$ cat src/rtl/pll_phase_ctrl.sv
// PLL dynamic phase-shift controller.
// Accepts a command (target output, direction, step count or load request),
// drives the PLL PHASESEL/PHASEDIR/PHASESTEP/PHASELOADREG pins with timed
// active-low pulses, then waits for the PLL to report lock again.
// Per-output phase positions are tracked modulo PHASE_MOD.
module pll_phase_ctrl #(
  parameter int SETUP_CYC    = 2,
  parameter int PULSE_CYC    = 4,
  parameter int GAP_CYC      = 4,
  parameter int LOCK_TIMEOUT = 1023,
  parameter int PHASE_MOD    = 16
) (
  input  logic        clk,
  input  logic        resetn,
  input  logic        req_valid,
  output logic        req_ready,
  input  logic [1:0]  req_sel,
  input  logic        req_dir,
  input  logic [7:0]  req_steps,
  input  logic        req_load,
  input  logic        pll_locked,
  output logic [1:0]  phasesel,
  output logic        phasedir,
  output logic        phasestep,
  output logic        phaseloadreg,
  output logic        busy,
  output logic        done,
  output logic        err,
  output logic [15:0] phase_pos
);

  // One shared down-the-state counter; sized for the longest interval.
  localparam int MAX_AB  = (SETUP_CYC > PULSE_CYC) ? SETUP_CYC : PULSE_CYC;
  localparam int MAX_CD  = (GAP_CYC > LOCK_TIMEOUT) ? GAP_CYC : LOCK_TIMEOUT;
  localparam int MAX_CYC = (MAX_AB > MAX_CD) ? MAX_AB : MAX_CD;
  localparam int CNT_W   = $clog2(MAX_CYC + 1);

  localparam logic [CNT_W-1:0] CNT_ONE      = CNT_W'(1);
  localparam logic [CNT_W-1:0] SETUP_LAST   = CNT_W'(SETUP_CYC - 1);
  localparam logic [CNT_W-1:0] PULSE_LAST   = CNT_W'(PULSE_CYC - 1);
  localparam logic [CNT_W-1:0] GAP_LAST     = CNT_W'(GAP_CYC - 1);
  localparam logic [CNT_W-1:0] TIMEOUT_LAST = CNT_W'(LOCK_TIMEOUT - 1);
  localparam logic [3:0]       POS_MASK     = 4'(PHASE_MOD - 1);

  typedef enum logic [2:0] {
    S_IDLE      = 3'd0,
    S_SETUP     = 3'd1,
    S_PULSE     = 3'd2,
    S_GAP       = 3'd3,
    S_WAIT_LOCK = 3'd4
  } state_t;

  state_t           state_q, state_d;
  logic [CNT_W-1:0] cnt_q, cnt_d;
  logic [7:0]       steps_q, steps_d;
  logic             load_q, load_d;
  logic [1:0]       sel_q, sel_d;
  logic             dir_q, dir_d;
  logic [15:0]      pos_q, pos_d;
  logic [1:0]       sync_q;
  logic             lock_s;
  logic             step_n_q, step_n_d;
  logic             loadreg_n_q, loadreg_n_d;
  logic             busy_q, busy_d;
  logic             req_ready_q, req_ready_d;
  logic             done_q, done_d;
  logic             err_q, err_d;

  // One step of a phase position, wrapping within the power-of-two modulus.
  function automatic logic [3:0] step_pos(input logic [3:0] pos, input logic dir);
    logic [3:0] nxt;
    nxt = dir ? (pos - 4'd1) : (pos + 4'd1);
    return nxt & POS_MASK;
  endfunction

  assign lock_s = sync_q[1];

  // Two-flop synchroniser bringing the asynchronous PLL lock into clk.
  always_ff @(posedge clk or negedge resetn) begin
    if (!resetn) begin
      sync_q <= 2'b00;
    end else begin
      sync_q <= {sync_q[0], pll_locked};
    end
  end

  // Sequencer next state, interval counter, command capture and positions.
  always_comb begin
    state_d = state_q;
    cnt_d   = cnt_q;
    steps_d = steps_q;
    load_d  = load_q;
    sel_d   = sel_q;
    dir_d   = dir_q;
    pos_d   = pos_q;
    done_d  = 1'b0;
    err_d   = 1'b0;
    case (state_q)
      S_IDLE: begin
        if (req_valid && req_ready_q) begin
          sel_d   = req_sel;
          dir_d   = req_dir;
          steps_d = req_steps;
          load_d  = req_load;
          cnt_d   = '0;
          if (!req_load && (req_steps == 8'd0)) begin
            done_d  = 1'b1;
            state_d = S_IDLE;
          end else begin
            state_d = S_SETUP;
          end
        end else begin
          state_d = S_IDLE;
        end
      end
      S_SETUP: begin
        if (cnt_q == SETUP_LAST) begin
          cnt_d   = '0;
          state_d = S_PULSE;
        end else begin
          cnt_d = cnt_q + CNT_ONE;
        end
      end
      S_PULSE: begin
        if (cnt_q == PULSE_LAST) begin
          cnt_d = '0;
          if (load_q) begin
            pos_d[{sel_q, 2'b00} +: 4] = 4'd0;
            state_d = S_WAIT_LOCK;
          end else begin
            pos_d[{sel_q, 2'b00} +: 4] = step_pos(pos_q[{sel_q, 2'b00} +: 4], dir_q);
            steps_d = steps_q - 8'd1;
            if (steps_q > 8'd1) begin
              state_d = S_GAP;
            end else begin
              state_d = S_WAIT_LOCK;
            end
          end
        end else begin
          cnt_d = cnt_q + CNT_ONE;
        end
      end
      S_GAP: begin
        if (cnt_q == GAP_LAST) begin
          cnt_d   = '0;
          state_d = S_PULSE;
        end else begin
          cnt_d = cnt_q + CNT_ONE;
        end
      end
      S_WAIT_LOCK: begin
        if (lock_s) begin
          done_d  = 1'b1;
          cnt_d   = '0;
          state_d = S_IDLE;
        end else if (cnt_q == TIMEOUT_LAST) begin
          err_d   = 1'b1;
          cnt_d   = '0;
          state_d = S_IDLE;
        end else begin
          cnt_d = cnt_q + CNT_ONE;
        end
      end
      default: begin
        cnt_d   = '0;
        state_d = S_IDLE;
      end
    endcase
    // Pin levels follow the upcoming state so every output leaves a flop.
    busy_d      = (state_d != S_IDLE);
    req_ready_d = (state_d == S_IDLE);
    step_n_d    = !((state_d == S_PULSE) && !load_d);
    loadreg_n_d = !((state_d == S_PULSE) && load_d);
  end

  // State and output registers; reset releases both PLL pulse pins at once.
  always_ff @(posedge clk or negedge resetn) begin
    if (!resetn) begin
      state_q     <= S_IDLE;
      cnt_q       <= '0;
      steps_q     <= 8'd0;
      load_q      <= 1'b0;
      sel_q       <= 2'd0;
      dir_q       <= 1'b1;
      pos_q       <= 16'd0;
      step_n_q    <= 1'b1;
      loadreg_n_q <= 1'b1;
      busy_q      <= 1'b0;
      req_ready_q <= 1'b1;
      done_q      <= 1'b0;
      err_q       <= 1'b0;
    end else begin
      state_q     <= state_d;
      cnt_q       <= cnt_d;
      steps_q     <= steps_d;
      load_q      <= load_d;
      sel_q       <= sel_d;
      dir_q       <= dir_d;
      pos_q       <= pos_d;
      step_n_q    <= step_n_d;
      loadreg_n_q <= loadreg_n_d;
      busy_q      <= busy_d;
      req_ready_q <= req_ready_d;
      done_q      <= done_d;
      err_q       <= err_d;
    end
  end

  assign req_ready    = req_ready_q;
  assign phasesel     = sel_q;
  assign phasedir     = dir_q;
  assign phasestep    = step_n_q;
  assign phaseloadreg = loadreg_n_q;
  assign busy         = busy_q;
  assign done         = done_q;
  assign err          = err_q;
  assign phase_pos    = pos_q;

endmodule
$ cat config.mk
export PLATFORM = sky130hd
export DESIGN_NAME = pll_phase_ctrl
export DESIGN_NICKNAME = d
export VERILOG_FILES = /design/src/rtl/pll_phase_ctrl.sv
export SDC_FILE = /design/constraint.sdc
export NUM_CORES = 1
export LEC_CHECK = 0
export CORE_MARGIN = 1
export CORE_UTILIZATION = 45
export CTS_CLUSTER_DIAMETER = 50
export DETAILED_ROUTE_END_ITERATION = 12
export HOLD_SLACK_MARGIN = 0.02
export PLACE_DENSITY_LB_ADDON = 0.3
export SLEW_MARGIN = 20
export SYNTH_ARGS = -nofsm -noshare
export SYNTH_HDL_FRONTEND = slang
export SYNTH_SLANG_ARGS = --single-unit
$ cat constraint.sdc
create_clock -name clk -period 4.65 [get_ports clk]
set_input_delay 0.465 -clock clk [delete_from_list [all_inputs] [get_ports clk]]
set_output_delay 0.465 -clock clk [all_outputs]
set_load 0.01 [all_outputs]
==> run_results.csv, run 1 <==
group,metric,value,unit
outcome,status,"completed",
power_and_ir_drop,p_per_area,232,nW/um^2
setup_path,worstSetupEndpointType,"flip-flop",
cells_and_area,fillCellCount,510,
cells_and_area,area_delta_synth_final,20.6,%
setup_path,critPathLaunchType,"flip-flop",
placed_design,dpl_cell_area,3170,sq um
setup_path,reg2regPathDepth,5,
clocking,cts_buffer_depth,2,
setup_path,rr_startpoint,"phasesel[0]$_DFFE_PN0P_",
clocking,worstSkewPairLatency,0.31,ns
clocking,ctsHoldBuffers,0,
setup_path,critical_path_class,"flip-flop to flip-flop",
grt,grt_overflow,0,
clocking,path_clk_slew,0.10,ns
power_and_ir_drop,power.share.clock,0.406,
floorplanning,coreArea,5680,sq um
floorplanning,die_area,6370,sq um
run,cap_violations,0,
timing,fin_worst_skew,0.0159,ns
clocking,cts_sinks,49,
timing,rsz0062_at_grt,"no",
cells_and_area,design_area,3290,sq um
routing,vias,2221,
placed_design,hpwl,4370,um
setup_path,arrival,2.72,ns
setup_path,r2r-end,"phase_pos[2]$_DFFE_PN0P_",
cells_and_area,final_nets,335,
logic_synthesis,ys_seq_area_frac,0.452,
cells_and_area,mostFrequentLayoutCell,"dfrtp_1",
logic_synthesis,async_flop_share,1.00,
logic_synthesis,synth_top_area_frac,0.413,
timing,relSlewSlack,0.398,
floorplanning,rows,27,
placed_design,dp.cells,371,
routing,drc_errors,0,
timing,fin_tns_setup,0,ns
setup_path,cp_max_fo,12,
cells_and_area,layout.cells.non_filler,379,
clocking,cts_tree,"done",
timing,min_period,2.52,ns
timing,tightestPinTransition,0.895,ns
floorplanning,die_w,79.8,um
floorplanning,pin_count,41,
grt,grt_first_pass_wirelength,10100,um
logic_synthesis,yosysTopAreaCell,"dfrtp_1",
grt,antenna_found_initial,0,
placed_design,gp_congestion,0.820,
logic_synthesis,synth-seq-cells,49,
power_and_ir_drop,pwr-share-seq,0.561,
cells_and_area,layout-drive-gt1-share,0.0847,
power_and_ir_drop,internal_power,0.601,mW
setup_path,rrSetupSlack,2.13,ns
logic_synthesis,netlist_instances,267,
clocking,ctsResizeCount,0,
clocking,cts.htree.levels,2,
cells_and_area,fin_util,0.579,
logic_synthesis,synth_nets,296,
grt,grt_max_degree,50,
cells_and_area,final_cell_mix,"dfrtp_1 (45), clkdlybuf4s50_1 (39), nor2_1 (21)",
routing,drtIter0Drc,129,
logic_synthesis,avgSynthCellArea,10.2,sq um
power_and_ir_drop,power.switching,0.161,mW
min_path,hp-class,"input pin to asynchronous set/reset pin",
setup_path,crit_required,4.85,ns
floorplanning,die_h,79.8,um
clocking,numCtsBuffers,5,
placed_design,io_buffers,40,
power_and_ir_drop,p_leak,1.45,nW
routing,vias_per_cell,5.86,
clocking,cts_setup_buffers,0,
logic_synthesis,synth-edff-count,0,
timing,final_max_slew_viol_count,0,
routing,wl_per_cell,15.7,um
floorplanning,initial_core_util,0.480,
logic_synthesis,yosysUniqueCellTypes,54,
timing,setup_violations,0,
timing,fmax,0.397,GHz
grt,grt_pass1_vias,2064,
routing,routed_wl,5940,um
clocking,root_buffer,"clkbuf_8",
logic_synthesis,synth.cell_area,2720,sq um
cells_and_area,antenna_cells,0,
routing,first_pass_iters,4,
logic_synthesis,synth.area.top_cells,"dfrtp_1 (41%), ha_1 (5.5%), dfstp_2 (3.9%), a32o_1 (2.9%), o21ai_0 (2.9%)",
power_and_ir_drop,p_comb_frac,0.033,
routing,antenna_left,0,
power_and_ir_drop,vdd_drop_max,0.000152,V
timing,hold_viol,0,
grt,track_usage,0.207,
logic_synthesis,synth_top_flop_cell,"dfrtp_1",
timing,finalCritPeriodShare,0.542,
logic_synthesis,yosys_warnings,0,
power_and_ir_drop,switching_share,0.212,
## layout make-up
| class | count | area (sq um) | area share |
|---|---|---|---|
| repair buffers | 42 | 410 | 0.125 |
| flip-flops and latches | 49 | 1230 | 0.375 |
| well taps | 72 | 90.1 | 0.0274 |
| clock inverters | 3 | 43.8 | 0.0133 |
| multi-input cells | 191 | 1380 | 0.419 |
| clock buffers | 5 | 68.8 | 0.0209 |
| inverters | 17 | 63.8 | 0.0194 |
## cell families after synthesis
kind of cell	Yosys count	synth area share
AOI/OAI and AO/OA	62	0.168
xor gates and xnor gates	9	0.0289
adders and majority gates	13	0.0625
buffers and inverters	27	0.0423
DFF	49	0.452
muxes	7	0.0459
and+or+nand+nor	100	0.200
## layer usage
| layer | GRT usage | wire [um] |
|---|---|---|
| met5 | 0 | 0 |
| met4 | 0.0571 | 45 |
| met3 | 0.0377 | 181 |
| met2 | 0.327 | 2750 |
| met1 | 0.290 | 2960 |
## synthesized netlist by cell type (2+ instances only)
library cell	number
and3_1	6
dfstp_2	4
a22oi_1	2
o2bb2ai_1	2
inv_1	16
nor4_1	9
clkbuf_1	4
o31ai_1	2
or3_1	3
a21o_1	6
o21ai_0	16
nand2b_1	3
dfrtp_1	45
nor3b_1	3
nand3_1	12
buf_2	5
xnor2_1	4
mux4_1	3
o22ai_1	3
xor2_1	5
nand2_1	16
a21oi_1	12
nor3_1	7
mux2i_1	2
ha_1	12
nor2b_1	2
a32o_1	8
nand4_1	8
nor2_1	21
nor4b_1	2
## flip-flops by register name (all words and copies together), names as in the netlist, 2 cells and up
| signal | count |
|---|---|
| cnt_q | 10 |
| phase_pos | 16 |
| state_q | 3 |
| sync_q | 2 |
| steps_q | 8 |
| phasesel | 2 |
## through the flow
| step | worst slack [ns] | hold WS (ns) | total power [mW] |
|---|---|---|---|
| detailed placement | 1.90 | 0.357 | 0.462 |
| finish | 2.13 | 0.252 | 0.762 |
| global placement | 2.04 | 0.333 | 0.462 |
| floorplan | 2.39 | 0.169 | 0.438 |
| CTS | 2.14 | 0.280 | 0.766 |
| global route | 1.97 | 0.308 | 0.788 |
## power by group through the flow
stage,Combinational [mW],Clock [mW],Sequential [mW]
after global routing,0.0287,0.332,0.428
final,0.0254,0.309,0.427
after detailed placement,0.0260,0,0.436
after CTS,0.0262,0.312,0.427
after global placement,0.0259,0,0.436
after floorplan,0.00230,0,0.436
## how the worst max path moves through the flow
stage / startpoint / end / slack, ns / cells after the start
2_1_floorplan: phasesel[0]$_DFFE_PN0P_ / phase_pos[15]$_DFFE_PN0P_ / 2.39 / 7
3_3_place_gp: req_valid / steps_q[7]$_DFFE_PN0P_ / 2.04 / 6
3_5_place_dp: req_valid / steps_q[7]$_DFFE_PN0P_ / 1.90 / 6
4_1_cts: phasesel[0]$_DFFE_PN0P_ / phase_pos[2]$_DFFE_PN0P_ / 2.14 / 5
5_1_grt: phasesel[0]$_DFFE_PN0P_ / phase_pos[2]$_DFFE_PN0P_ / 1.97 / 5
6_report: phasesel[0]$_DFFE_PN0P_ / phase_pos[2]$_DFFE_PN0P_ / 2.13 / 5
## critical path: stages, from the launching register on
cell     delay (ns)
dfrtp_1        0.67
mux4_1         0.68
fa_1           0.43
xnor2_1        0.35
nor3b_1        0.11
a21o_1         0.17
(Power assumes the default switching activity.)
==> run 2: changes to the inputs <==
==> constraint.sdc (replaced) <==
create_clock -name clk -period 2.63 [get_ports clk]
set_input_delay 0.263 -clock clk [delete_from_list [all_inputs] [get_ports clk]]
set_output_delay 0.263 -clock clk [all_outputs]
set_load 0.01 [all_outputs]
==> run 2 against run 1 <==
Against the previous run: sequential power increased by 77%; utilization increased by 0.71 points; combinational power increased by 82%; wire length increased by 2.5%; register-to-register slack got worse by 1.8 ns; clock skew decreased by 0.0081 ns; first-iteration DRC count increased by 42%; count of clock-buffer cells in the layout increased by 3; critical path type unchanged; largest cell class unchanged; largest power group unchanged.
==> run_results.csv, run 2 (same netlist as run 1, synthesis figures left out) <==
group,metric,value,unit
routing,wl_met1,2830,um
clocking,cts_tree,"done",
clocking,path_clk_slew,0.09,ns
timing,tightestPinTransition,0.833,ns
grt,grt_pass1_vias,2203,
routing,first_pass_iters,5,
cells_and_area,area_delta_synth_final,22.1,%
setup_path,rr_startpoint,"phasesel[0]$_DFFE_PN0P_",
power_and_ir_drop,vdd_drop_max,0.000164,V
clocking,cts_sinks,49,
setup_path,crit_slowest_cell,"dfrtp_1",
placed_design,dp.cells,378,
cells_and_area,fillCellCount,495,
setup_path,worst-path-buf-inv,2,
setup_path,r2r-end,"phase_pos[2]$_DFFE_PN0P_",
clocking,numCtsBuffers,5,
floorplanning,rows,27,
grt,track_usage,0.220,
setup_path,crit_required,2.83,ns
timing,finalCritPeriodShare,0.880,
grt,grt_first_pass_wirelength,10800,um
routing,wl_per_cell,15.7,um
setup_path,crit_family,"flip-flops",
cells_and_area,largest_reg_flops,16,
floorplanning,initial_core_util,0.480,
grt,grt_overflow,0,
routing,vias,2303,
timing,relSlewSlack,0.440,
cells_and_area,final_cell_mix,"dfrtp_1 (45), clkdlybuf4s50_1 (39), nor2_1 (21)",
routing,drtIter0Drc,183,
setup_path,worstSetupEndpointType,"flip-flop",
setup_path,rrSetupSlack,0.31,ns
routing,vias_per_cell,5.95,
floorplanning,pin_count,41,
clocking,ctsResizeCount,0,
setup_path,arrival,2.51,ns
run,cap_violations,0,
grt,grt_max_degree,33,
routing,met2_length,2790,um
cells_and_area,mostFrequentLayoutCell,"dfrtp_1",
clocking,cts.htree.levels,2,
placed_design,dpl_cell_area,3230,sq um
power_and_ir_drop,p_leak,1.48,nW
setup_path,critPathMaxStageDelay,0.44,ns
clocking,worstSkewPairLatency,0.30,ns
timing,fin_tns_setup,0,ns
setup_path,reg2regPathDepth,8,
floorplanning,die_h,79.8,um
power_and_ir_drop,p_per_area,378,nW/um^2
placed_design,hpwl,4560,um
min_path,hold_path_end,"sync_q[1]$_DFF_PN0_",
timing,whs,0.360,ns
clocking,root_buffer,"clkbuf_8",
setup_path,critPathLaunchType,"flip-flop",
setup_path,cp_max_fo,5,
routing,wl_met3,324,um
routing,top_layer_used,"met4",
cells_and_area,final_nets,343,
cells_and_area,layout-drive-gt1-share,0.0984,
cells_and_area,fin_util,0.586,
floorplanning,die_area,6370,sq um
timing,min_period,2.32,ns
timing,setup_violations,0,
placed_design,gp_congestion,0.858,
setup_path,critical_path_class,"flip-flop to flip-flop",
clocking,cts_buffer_depth,2,
outcome,status,"completed",
timing,fin_worst_skew,0.00783,ns
grt,antenna_found_initial,0,
setup_path,cp_cell_sequence,"buf_4 > mux2_4 > o21ai_4 > inv_2 > fa_1 > xnor2_1 > nor3b_1 > a21o_1",
cells_and_area,design_area,3330,sq um
min_path,hp-class,"flip-flop to flip-flop",
timing,final_max_slew_viol_count,0,
routing,drc_errors,0,
routing,routed_wl,6080,um
timing,fmax,0.432,GHz
timing,hold_viol,0,
routing,antenna_left,0,
min_path,hold_depth,0,
floorplanning,coreArea,5680,sq um
cells_and_area,layout.cells.non_filler,387,
timing,rsz0062_at_grt,"no",
cells_and_area,antenna_cells,0,
min_path,hp-start,"sync_q[0]$_DFF_PN0_",
placed_design,io_buffers,40,
floorplanning,die_w,79.8,um
## run 2: changes by cell type in the layout (fill, tap and decap cells not counted)
cell	delta
clkbuf_8	+1
inv_6	-1
bufinv_16	-1
clkbuf_1	+2
buf_4	+7
dlygate4sd3_1	+1
clkinv_2	-1
## run 2: worst max-delay path by stage
stage                                 start                        end  slack [ns]  depth (start not counted)
floorplan           phasesel[0]$_DFFE_PN0P_  phase_pos[15]$_DFFE_PN0P_        0.37                          7
global placement                  req_valid     steps_q[1]$_DFFE_PN0P_        0.42                          7
detailed placement  phasesel[0]$_DFFE_PN0P_   phase_pos[6]$_DFFE_PN0P_        0.36                          8
CTS                 phasesel[0]$_DFFE_PN0P_   phase_pos[2]$_DFFE_PN0P_        0.34                          8
global route        phasesel[0]$_DFFE_PN0P_   phase_pos[2]$_DFFE_PN0P_        0.16                          8
finish              phasesel[0]$_DFFE_PN0P_   phase_pos[2]$_DFFE_PN0P_        0.31                          8
## run 2: area by class of cell
type	count	area [sq um]	share of cell area
well taps	72	90.1	0.0271
inverters	17	63.8	0.0192
clock buffers	8	90.1	0.0271
multi-input cells	191	1380	0.414
flip-flops and latches	49	1230	0.370
repair buffers	50	473	0.142
## run 2: per-layer routing
metal	vias to the layer above	track usage
li1	1078	-
met2	78	0.329
met5	-	0
met3	15	0.0423
met1	1132	0.308
met4	0	0.0982
## run 2: metrics by stage
step,total power [mW],worst slack [ns]
5_1_grt,1.31,0.165
3_3_place_gp,0.816,0.422
2_1_floorplan,0.774,0.370
3_5_place_dp,0.817,0.364
4_1_cts,1.27,0.339
6_report,1.26,0.315
## run 2: timing repair
action / in CTS / in global routing
hold buffers: 1 / 0
buffers inserted: 0 / 0
hold endpoints to repair: 14 / 0
## run 2: power by group
| group | switching [mW] | internal, mW | total, mW | leakage (nW) |
|---|---|---|---|---|
| combinational | 0.0230 | 0.0233 | 0.0463 | 0.816 |
| sequential | 0.00102 | 0.754 | 0.756 | 0.614 |
| clock | 0.242 | 0.215 | 0.457 | 0.0455 |
==> run 3: changes to the inputs <==
--- a/config.mk
+++ b/config.mk
@@ -5,6 +5,7 @@
 export SDC_FILE = /design/constraint.sdc
 export NUM_CORES = 1
 export LEC_CHECK = 0
+export CAP_MARGIN = 20
 export CORE_MARGIN = 1
 export CORE_UTILIZATION = 45
 export CTS_CLUSTER_DIAMETER = 50
==> results of run 3 <==
Same layout as run 2: the final DEF is identical, and so are final timing and power.
